File: config.mk
export PLATFORM = sky130hd
export DESIGN_NAME = shift_deser
export DESIGN_NICKNAME = d
export VERILOG_FILES = /design/src/rtl/shift_pkg.sv /design/src/rtl/shift_deser.sv
export SDC_FILE = /design/constraint.sdc
export NUM_CORES = 1
export LEC_CHECK = 0
export CORE_MARGIN = 2
export CORE_UTILIZATION = 25
export DETAILED_ROUTE_END_ITERATION = 6
export SYNTH_ARGS = -nofsm -noshare
export SYNTH_HDL_FRONTEND = slang
export SYNTH_SLANG_ARGS = --single-unit
File: constraint.sdc
create_clock -name clk -period 1.3 [get_ports clk]
set_input_delay 0.26 -clock clk [delete_from_list [all_inputs] [get_ports clk]]
set_output_delay 0.26 -clock clk [all_outputs]
set_load 0.02 [all_outputs]
File: src/rtl/shift_pkg.sv
// Shared definitions for the shift serial link: the default word width, the receiver/transmitter
// state type, and frame-length and bit-counter sizing helpers.
package shift_pkg;

  localparam int unsigned DEFAULT_WIDTH = 4;

  typedef enum logic [0:0] {
    IDLE  = 1'b0,
    SHIFT = 1'b1
  } state_e;

  // Bits on the wire per word: the data bits, plus one trailing even-parity bit when enabled.
  function automatic int unsigned FRAME_LEN(input int unsigned width, input bit parity);
    if (parity) begin
      return width + 1;
    end
    return width;
  endfunction

  // Counter that must hold 0..frame, so it is sized for frame+1 values.
  function automatic int unsigned CNT_WIDTH(input int unsigned frame);
    return $clog2(frame + 1);
  endfunction

endpackage

File: src/rtl/shift_deser.sv
// Serial-in, parallel-out receiver for the shift link: LSB-first words, valid/ready holding
// register, sticky overrun. Define SHIFT_DESER_PARITY_EN to expect a trailing even-parity bit.
module shift_deser
  import shift_pkg::*;
#(
  parameter int unsigned WIDTH = DEFAULT_WIDTH
) (
  input  logic             clk,
  input  logic             rst,
  input  logic             cntrl,
  input  logic             sin,
  output logic [WIDTH-1:0] out_word,
  output logic             out_valid,
  input  logic             out_ready,
  output logic             busy,
  output logic             overrun,
  output logic             parity_err
);

`ifdef SHIFT_DESER_PARITY_EN
  localparam bit ParityEn = 1'b1;
`else
  localparam bit ParityEn = 1'b0;
`endif

  localparam int unsigned Frame = FRAME_LEN(WIDTH, ParityEn);
  localparam int unsigned CntW  = CNT_WIDTH(Frame);
  localparam logic [CntW-1:0] LastCnt = CntW'(Frame - 1);

  state_e            r_state;
  logic [CntW-1:0]   r_cnt;
  logic [WIDTH-1:0]  r_sr;
  logic [WIDTH-1:0]  r_word;
  logic              r_valid;
  logic              r_done;
  logic              r_overrun;
  logic              w_last;
  logic              w_shift_en;

`ifdef SHIFT_DESER_PARITY_EN
  localparam logic [CntW-1:0] DataCnt = CntW'(WIDTH);
  logic r_par;
  logic r_perr_pend;
  logic r_perr;
  // The parity bit is the last of the frame and never enters the shift register.
  assign w_shift_en = (r_cnt < DataCnt);
`else
  assign w_shift_en = 1'b1;
`endif

  assign w_last = (r_cnt == LastCnt);

  always_ff @(posedge clk) begin
    if (rst) begin
      r_state   <= IDLE;
      r_cnt     <= '0;
      r_sr      <= '0;
      r_word    <= '0;
      r_valid   <= 1'b0;
      r_done    <= 1'b0;
      r_overrun <= 1'b0;
`ifdef SHIFT_DESER_PARITY_EN
      r_par       <= 1'b0;
      r_perr_pend <= 1'b0;
      r_perr      <= 1'b0;
`endif
    end else begin
      // r_done marks that r_sr holds a word completed on the previous edge.
      if (r_done) begin
        if (r_valid && !out_ready) begin
          r_overrun <= 1'b1;
        end else begin
          r_word  <= r_sr;
          r_valid <= 1'b1;
`ifdef SHIFT_DESER_PARITY_EN
          r_perr  <= r_perr_pend;
`endif
        end
      end else if (r_valid && out_ready) begin
        r_valid <= 1'b0;
      end

      r_done <= 1'b0;

      if (!cntrl) begin
        r_state <= IDLE;
        r_cnt   <= '0;
`ifdef SHIFT_DESER_PARITY_EN
        r_par   <= 1'b0;
`endif
      end else begin
        if (w_shift_en) begin
          r_sr <= {sin, r_sr[WIDTH-1:1]};
        end
        if (w_last) begin
          r_state <= IDLE;
          r_cnt   <= '0;
          r_done  <= 1'b1;
`ifdef SHIFT_DESER_PARITY_EN
          r_perr_pend <= r_par ^ sin;
          r_par       <= 1'b0;
`endif
        end else begin
          r_state <= SHIFT;
          r_cnt   <= r_cnt + CntW'(1);
`ifdef SHIFT_DESER_PARITY_EN
          r_par   <= r_par ^ sin;
`endif
        end
      end
    end
  end

  assign out_word  = r_word;
  assign out_valid = r_valid;
  assign overrun   = r_overrun;
  // SHIFT is exactly the counter-nonzero condition.
  assign busy      = (r_state == SHIFT);

`ifdef SHIFT_DESER_PARITY_EN
  assign parity_err = r_perr;
`else
  assign parity_err = 1'b0;
`endif

endmodule

Word-level counts from Yosys, hierarchy flattened
Index checks and enable logic that the tools add are counted.
{ "classes": {"n_addsub": 1, "n_mul": 0, "div_mod_pow": 0, "magnitude_cmp": 0, "eq_ne": 2, "n_shift": 0, "n_mux": 5, "n_bitwise": 2, "n_reduce_logical": 9} }
{ "ops": {"columns": ["cell", "count"], "rows": [
  ["$reduce_and A2 Y1", 3],
  ["$mux W1", 5],
  ["$add A3 B1 Y3 const B", 1],
  ["$eq A3 B2 Y1 const B", 1],
  ["$reduce_or A3 Y1", 1],
  ["$logic_and A1 B1 Y1", 2],
  ["$ne A2 B2 Y1 const B", 1],
  ["$not A1 Y1", 2],
  ["$reduce_bool A2 Y1", 1],
  ["$reduce_or A2 Y1", 1],
  ["$logic_not A1 Y1", 1]
]} }
{ "totals": {"register_bits": 15, "latchBits": 0, "ramBits": 0, "mem_bits_ro": 0, "input_bits": 5, "output_inout_bits": 8, "wordCells": 26, "mem_count": 0} }

Depth between registers and ports, before layout
Gate-level depths: netlist of run 1.
{ "logic_depth": {"depth_word": 4, "ltp_mapped": 4, "depth_no_buf": 4} }

Worst setup path after synthesis of run 1
No wires, ideal clock.
{ "synth_timing": {"path_type": "register -> register", "start": "reg r_valid (netlist: out_valid)", "end": "reg r_word[0] (netlist: out_word[0])", "setup_time_ns": 0.118, "t_arrival_ns": 0.881, "t_required_ns": 1.182, "setup_slack_ns": 0.300, "stages_incl_launch_ff": 5, "path_buffers": 1, "synth_period_minus_slack_ns": 1.000, "path_cell_list": "dfxtp_1 nor2b_4 nor2b_2 buf_6 mux2i_1"} }
{ "synth_between": {"elab_chain_len": 3} }
{ "synth_lines": {"columns": ["item", "line", "rtl"], "rows": [
  ["start: declaration", "shift_deser.sv:34", "logic r_valid;"],
  ["start signal: assignment", "shift_deser.sv:59", "r_valid <= 1'b0;"],
  ["start signal: assignment", "shift_deser.sv:74", "r_valid <= 1'b1;"],
  ["start signal: assignment", "shift_deser.sv:80", "r_valid <= 1'b0;"],
  ["$logic_and A1 B1 Y1", "shift_deser.sv:70", "if (r_valid && !out_ready) begin"],
  ["$not A1 Y1 (no line)", null, null],
  ["$reduce_and A2 Y1 (no line)", null, null],
  ["end signal: assignment", "shift_deser.sv:73", "r_word <= r_sr;"],
  ["end: declaration", "shift_deser.sv:33", "logic [WIDTH-1:0] r_word;"]
]} }
Every way passes these cells.
A chain may end at the register's enable or synchronous reset.

Final worst setup path of run 1
{ "layout_timing": {"start": "reg r_word[2] (netlist: out_word[2])", "end": "out out_word[2]"} }
{ "layout_rtl": {"columns": ["item", "line", "rtl"], "rows": [
  ["end: declaration", "shift_deser.sv:12", "output logic [WIDTH-1:0] out_word,"]
]} }
No word-level cell between the ends.

==> metrics, run 1 <==
Hold Path Class=reg -> reg; xor/xnor cell area share of the yosys netlist=0; CP Class=reg -> out; Cell Int Power=0.610 mW; reg2reg start=r_cnt[0]; DR DRC count=0; fraction of the mapped netlist area in adder cells=0.0628; clock buffer depth=2; Clk Latency, worst-skew pair=0.28 ns; Crit path required time=1.04 ns; sw frac=0.222; Synth Area in Compound Gates=0.00837; Worst path depth=1; Leak=0.312 nW; count of input and output buffers=11; Clock power frac=0.332; Critical Path End=out_word[2]; Synth Register Bits=15; CP arrival=0.97 ns; crit-path max cell delay=0.35 ns; vias=389; clk slew on worst S/H paths=0.09 ns; std cell rows=17; combinational group share of total power=0.065; # setup viols final=0; TritonCTS clock tree=yes; final hold vios=0; final period utilization=0.944; Antenna Nets Post-Route=0; post-synthesis mux area share=0.134; Clock Tree Root=clkbuf_4; DR iter-0 viols=2; Initial Utilization=0.268; CP endpoint kind=primary output; synthesized area per cell=10.5 µm²; Netlist Area Pre-Place=598 µm²; htree depth=1; combinational family with the most area after synthesis=simple AND/OR/NAND/NOR gates; Syn Nets=65; min cycle time layout=1.23 ns; Net Switching=0.174 mW; crit path max-delay cell type=dfxtp_1; sequential fraction of the synthesis area=0.502; Die Ht=52.9 µm; HPWL Detailed=661 µm; Yosys cell types=16; Via density=4.01; Top Family by Delay on Critical Path=flip-flops; GR Util All Layers=0.0781; setup slack, reg-to-reg=0.27 ns; Post-Synth Simple-Gate Area=0.222; # IOs=13; Slew Viols, Final=0; Cell Chain, Critical Path=dlygate4sd2_1; TNS Setup=0 ns; cells after synthesis=57; Critical Path Source=out_word[2]; die footprint=2800 µm²; Worst Setup Start Kind=flip-flop; skew final=0.00428 ns; WP buf/inv=1; grt total ovfl=0; Placer Congestion=0.633; fin worst setup slack=0.0734 ns; Die Width=52.9 µm; Yosys warnings=0; reg2reg path depth=3; largest net degree at the start of global routing=15; PD cells=1060 nW/µm²; final wirelength=867 µm; Max VDD drop=0.598 mV; max frequency=0.815 GHz; Area growth, synth to finish=23.4%; Post-Route Utilization=0.331; FF-to-FF End=r_cnt[2]; Placeable Area=2230 µm²; Final nets=78; Max-cap violations=0; Avg WL per Cell=8.94 µm; ANT cells=0; CTS sink count=15; RSZ-0062 raised after global routing=no; CP max FO=2; status=complete, no violations; Flop pwr share=0.603; layout cells sized above 1=0.116; initial antenna violation count=0; pre-CTS setup slack=-0.0690 ns; Inserted Clock Buffers=3; first-pass GRT wire length=1470 µm; number of global-route vias before repair=343; drt first pass iters=4
==> worst reg2reg max path, stage by stage, from the launching register on <==
cell	delay, ns
dfxtp_1	0.32
ha_1	0.21
ha_1	0.27
nor3_1	0.17
==> timing repair <==
item	in CTS	in global routing
buffers inserted	0	0
hold buffers	0	0
endpoints found under the setup margin	7	0
resized for setup	7	0
==> area by class of cell <==
class	count	area [µm²]
multi-input combinational	36	259
timing repair buffer	12	109
sequential	15	300
clock inverter	1	5.00
inverter	2	7.51
fill	252	1500
clock buffer	3	22.5
tap	28	35.0
==> through the flow <==
step	power [mW]	hold slack (ns)	instance area, µm²	instances
6_report	0.783	0.429	738	97
5_1_grt	0.821	0.446	738	97
4_1_cts	0.802	0.437	738	97
3_5_place_dp	0.537	0.425	719	93
3_3_place_gp	0.535	0.417	719	93
2_1_floorplan	0.517	0.407	598	57
==> worst min path at each step <==
stage              from       end  slack (ns)  depth (start not counted)
4_1_cts        r_cnt[0]  r_cnt[0]        0.44                          1
3_3_place_gp   r_cnt[0]  r_cnt[0]        0.42                          1
6_report       r_cnt[0]  r_cnt[0]        0.43                          1
2_1_floorplan       sin   r_sr[3]        0.41                          2
5_1_grt        r_cnt[0]  r_cnt[0]        0.45                          1
3_5_place_dp   r_cnt[0]  r_cnt[0]        0.42                          1
==> registers in the layout, indices dropped and copies added (netlist names) <==
name	cells
out_valid	1
out_word	4
busy	1
r_sr	4
r_cnt	3
r_done	1
overrun	1
==> cell usage in the layout (no fill, tap or decap), drive strengths merged, types with 2 or more instances in the layout <==
cell type and instances:
dfxtp 15, nor2 9, nand2b 9, mux2i 8
dlygate4sd2 7, clkdlybuf4s50 4, ha 3, clkbuf 3
nor3 2, inv 2, nor2b 2
==> power groups by stage <==
stage | Combinational (mW) | Sequential, mW | Clock, mW
floorplan | 0.0325 | 0.484 | 0
global placement | 0.0520 | 0.483 | 0
detailed placement | 0.0532 | 0.484 | 0
CTS | 0.0522 | 0.473 | 0.278
global route | 0.0565 | 0.474 | 0.291
finish | 0.0511 | 0.472 | 0.260
==> Yosys cell counts <==
cell type / n / area, µm²
dfxtp_1: 15 / 300
nor2_1: 9 / 33.8
mux2i_1: 8 / 80.1
nand2b_1: 8 / 50.1
ha_1: 3 / 37.5
buf_4: 2 / 15.0
inv_1: 2 / 7.51
nor3_1: 2 / 10.0
a21oi_1: 1 / 5.00
buf_2: 1 / 5.00
buf_6: 1 / 11.3
conb_1: 1 / 3.75
nand2b_2: 1 / 8.76
nor2b_2: 1 / 8.76
nor2b_4: 1 / 13.8
nor3b_1: 1 / 7.51
==> logic make-up (layout without fill, tap and decap cells) <==
| group | Yosys count | in the layout |
|---|---|---|
| buffers and inverters | 6 | 18 |
| adder cells (fa/ha/maj) | 3 | 3 |
| AND/OR/NAND/NOR | 23 | 23 |
| multiplexers | 8 | 8 |
| AO/OA/AOI/OAI | 1 | 1 |
| other | 1 | 1 |
| flip-flops | 15 | 15 |
==> routing by layer <==
metal  vias to the layer above  routed length [µm]  GRT usage  share of wire
met4                         0                  10     0.0385          0.012
met5                         -                   0          0              0
met2                        10                 375      0.115           0.43
met1                       173                 425     0.0861           0.49
li1                        204                   -          -              -
met3                         2                  55     0.0508          0.063
Note: power is estimated with default switching activity, not from simulation.
==> inputs of run 2 (changes only) <==
Clock period 1.3 ns to 1.2 ns, I/O delays scaled along.
==> metrics, run 2 (synthesis results as in run 1) <==
crit-path max cell delay=0.35 ns; CTS sink count=15; Post-Route Utilization=0.327; CP max FO=2; Post-CTS Setup Bufs=0; Inserted Clock Buffers=3; Post-CTS Hold Buffers=0; pre-CTS setup slack=-0.154 ns; Leak=0.290 nW; Initial Utilization=0.268; WHS=0.431 ns; number of global-route vias before repair=327; Top Family by Delay on Critical Path=flip-flops; Cell Chain, Critical Path=clkdlybuf4s15_2; vias=376; DR iter-0 viols=0; initial antenna violation count=0; min cycle time layout=1.14 ns; std cell rows=17; crit path max-delay cell type=dfxtp_1; drt first pass iters=1; Clk Latency, worst-skew pair=0.28 ns; Placer Congestion=0.666; Area growth, synth to finish=22.0%; layout cells sized above 1=0.200; HPWL Detailed=646 µm; GR Util All Layers=0.0780; status=complete, no violations; Via density=3.84; TNS Setup=0 ns; most frequent cells in the layout=dfxtp_1, nor2_1, mux2i_1, nand2b_1, clkbuf_2; max frequency=0.877 GHz; RSZ-0062 raised after global routing=no; final period utilization=0.950; Final nets=79; # setup viols final=0; fill count=232; clk slew on worst S/H paths=0.08 ns; fin worst setup slack=0.0597 ns; Antenna Nets Post-Route=0; first-pass GRT wire length=1450 µm; largest net degree at the start of global routing=13; WP buf/inv=1; Worst Setup Start Kind=flip-flop; CP endpoint kind=primary output; final hold vios=0; count of input and output buffers=11; Max-cap violations=0; Avg WL per Cell=8.64 µm; die footprint=2800 µm²; htree depth=1; DR DRC count=0; Die Ht=52.9 µm; CP Class=reg -> out; Multi-input gate area=259 µm²; # IOs=13; final wirelength=847 µm; CP arrival=0.90 ns; clock buffer depth=2; storage element area=300 µm²; Slew Viols, Final=0; Die Width=52.9 µm; Crit path required time=0.96 ns; PD cells=1170 nW/µm²; Post-DP Area=727 µm²; grt total ovfl=0; Placeable Area=2230 µm²; skew final=0.000629 ns; Final Cell Area=729 µm²; TritonCTS clock tree=yes; Max VDD drop=0.569 mV; Clock Tree Root=clkbuf_4; ANT cells=0; commonest non-fill, non-tap cell in the layout=dfxtp_1; Hold Path Class=reg -> reg
[run 2: cell count changes in the layout (fill, tap and decap cells not counted)]
cell	change
buf_4	+1
dlygate4sd2_1	-7
clkbuf_2	+5
clkdlybuf4s15_2	+1
clkbuf_1	+1
clkdlybuf4s15_1	+1
clkinv_2	-1
[run 2: repair_timing]
action                                  in CTS  in global routing
gates resized for setup                     11                  9
endpoints found under the setup margin       7                  6
pin swaps                                    0                  0
[run 2: worst paths after layout]
check                            startpoint     endpoint  slack (ns)  cells after the start
worst max-delay path            out_word[2]  out_word[2]        0.06                      1
worst max register to register     r_cnt[0]     r_cnt[2]        0.15                      3
worst min register to register     r_cnt[0]     r_cnt[0]        0.43                      1
worst min-delay path               r_cnt[0]     r_cnt[0]        0.43                      1
[run 2: through the flow]
stage	std cells	total power, mW
detailed placement	94	0.583
global placement	94	0.582
global route	98	0.903
CTS	98	0.870
finish	98	0.853
floorplan	57	0.560
[run 2: layout make-up]
class,count,area share
multi-input combinational,36,0.355
tap,28,0.0480
inverter,2,0.0103
clock buffer,4,0.0360
sequential,15,0.412
timing repair buffer,13,0.139
[run 2: per-layer routing]
layer | vias up | track usage | routed length [µm]
met4 | 0 | 0.0641 | 27
met5 | - | 0 | 0
met3 | 5 | 0.0508 | 74
met2 | 11 | 0.0896 | 329
met1 | 155 | 0.0961 | 416
li1 | 205 | - | -
[run 2: where the power goes]
part           total [mW]  internal [mW]  switching (mW)
clock               0.283          0.129           0.154
sequential          0.512          0.507         0.00534
combinational      0.0576         0.0324          0.0252
total               0.853          0.668           0.185
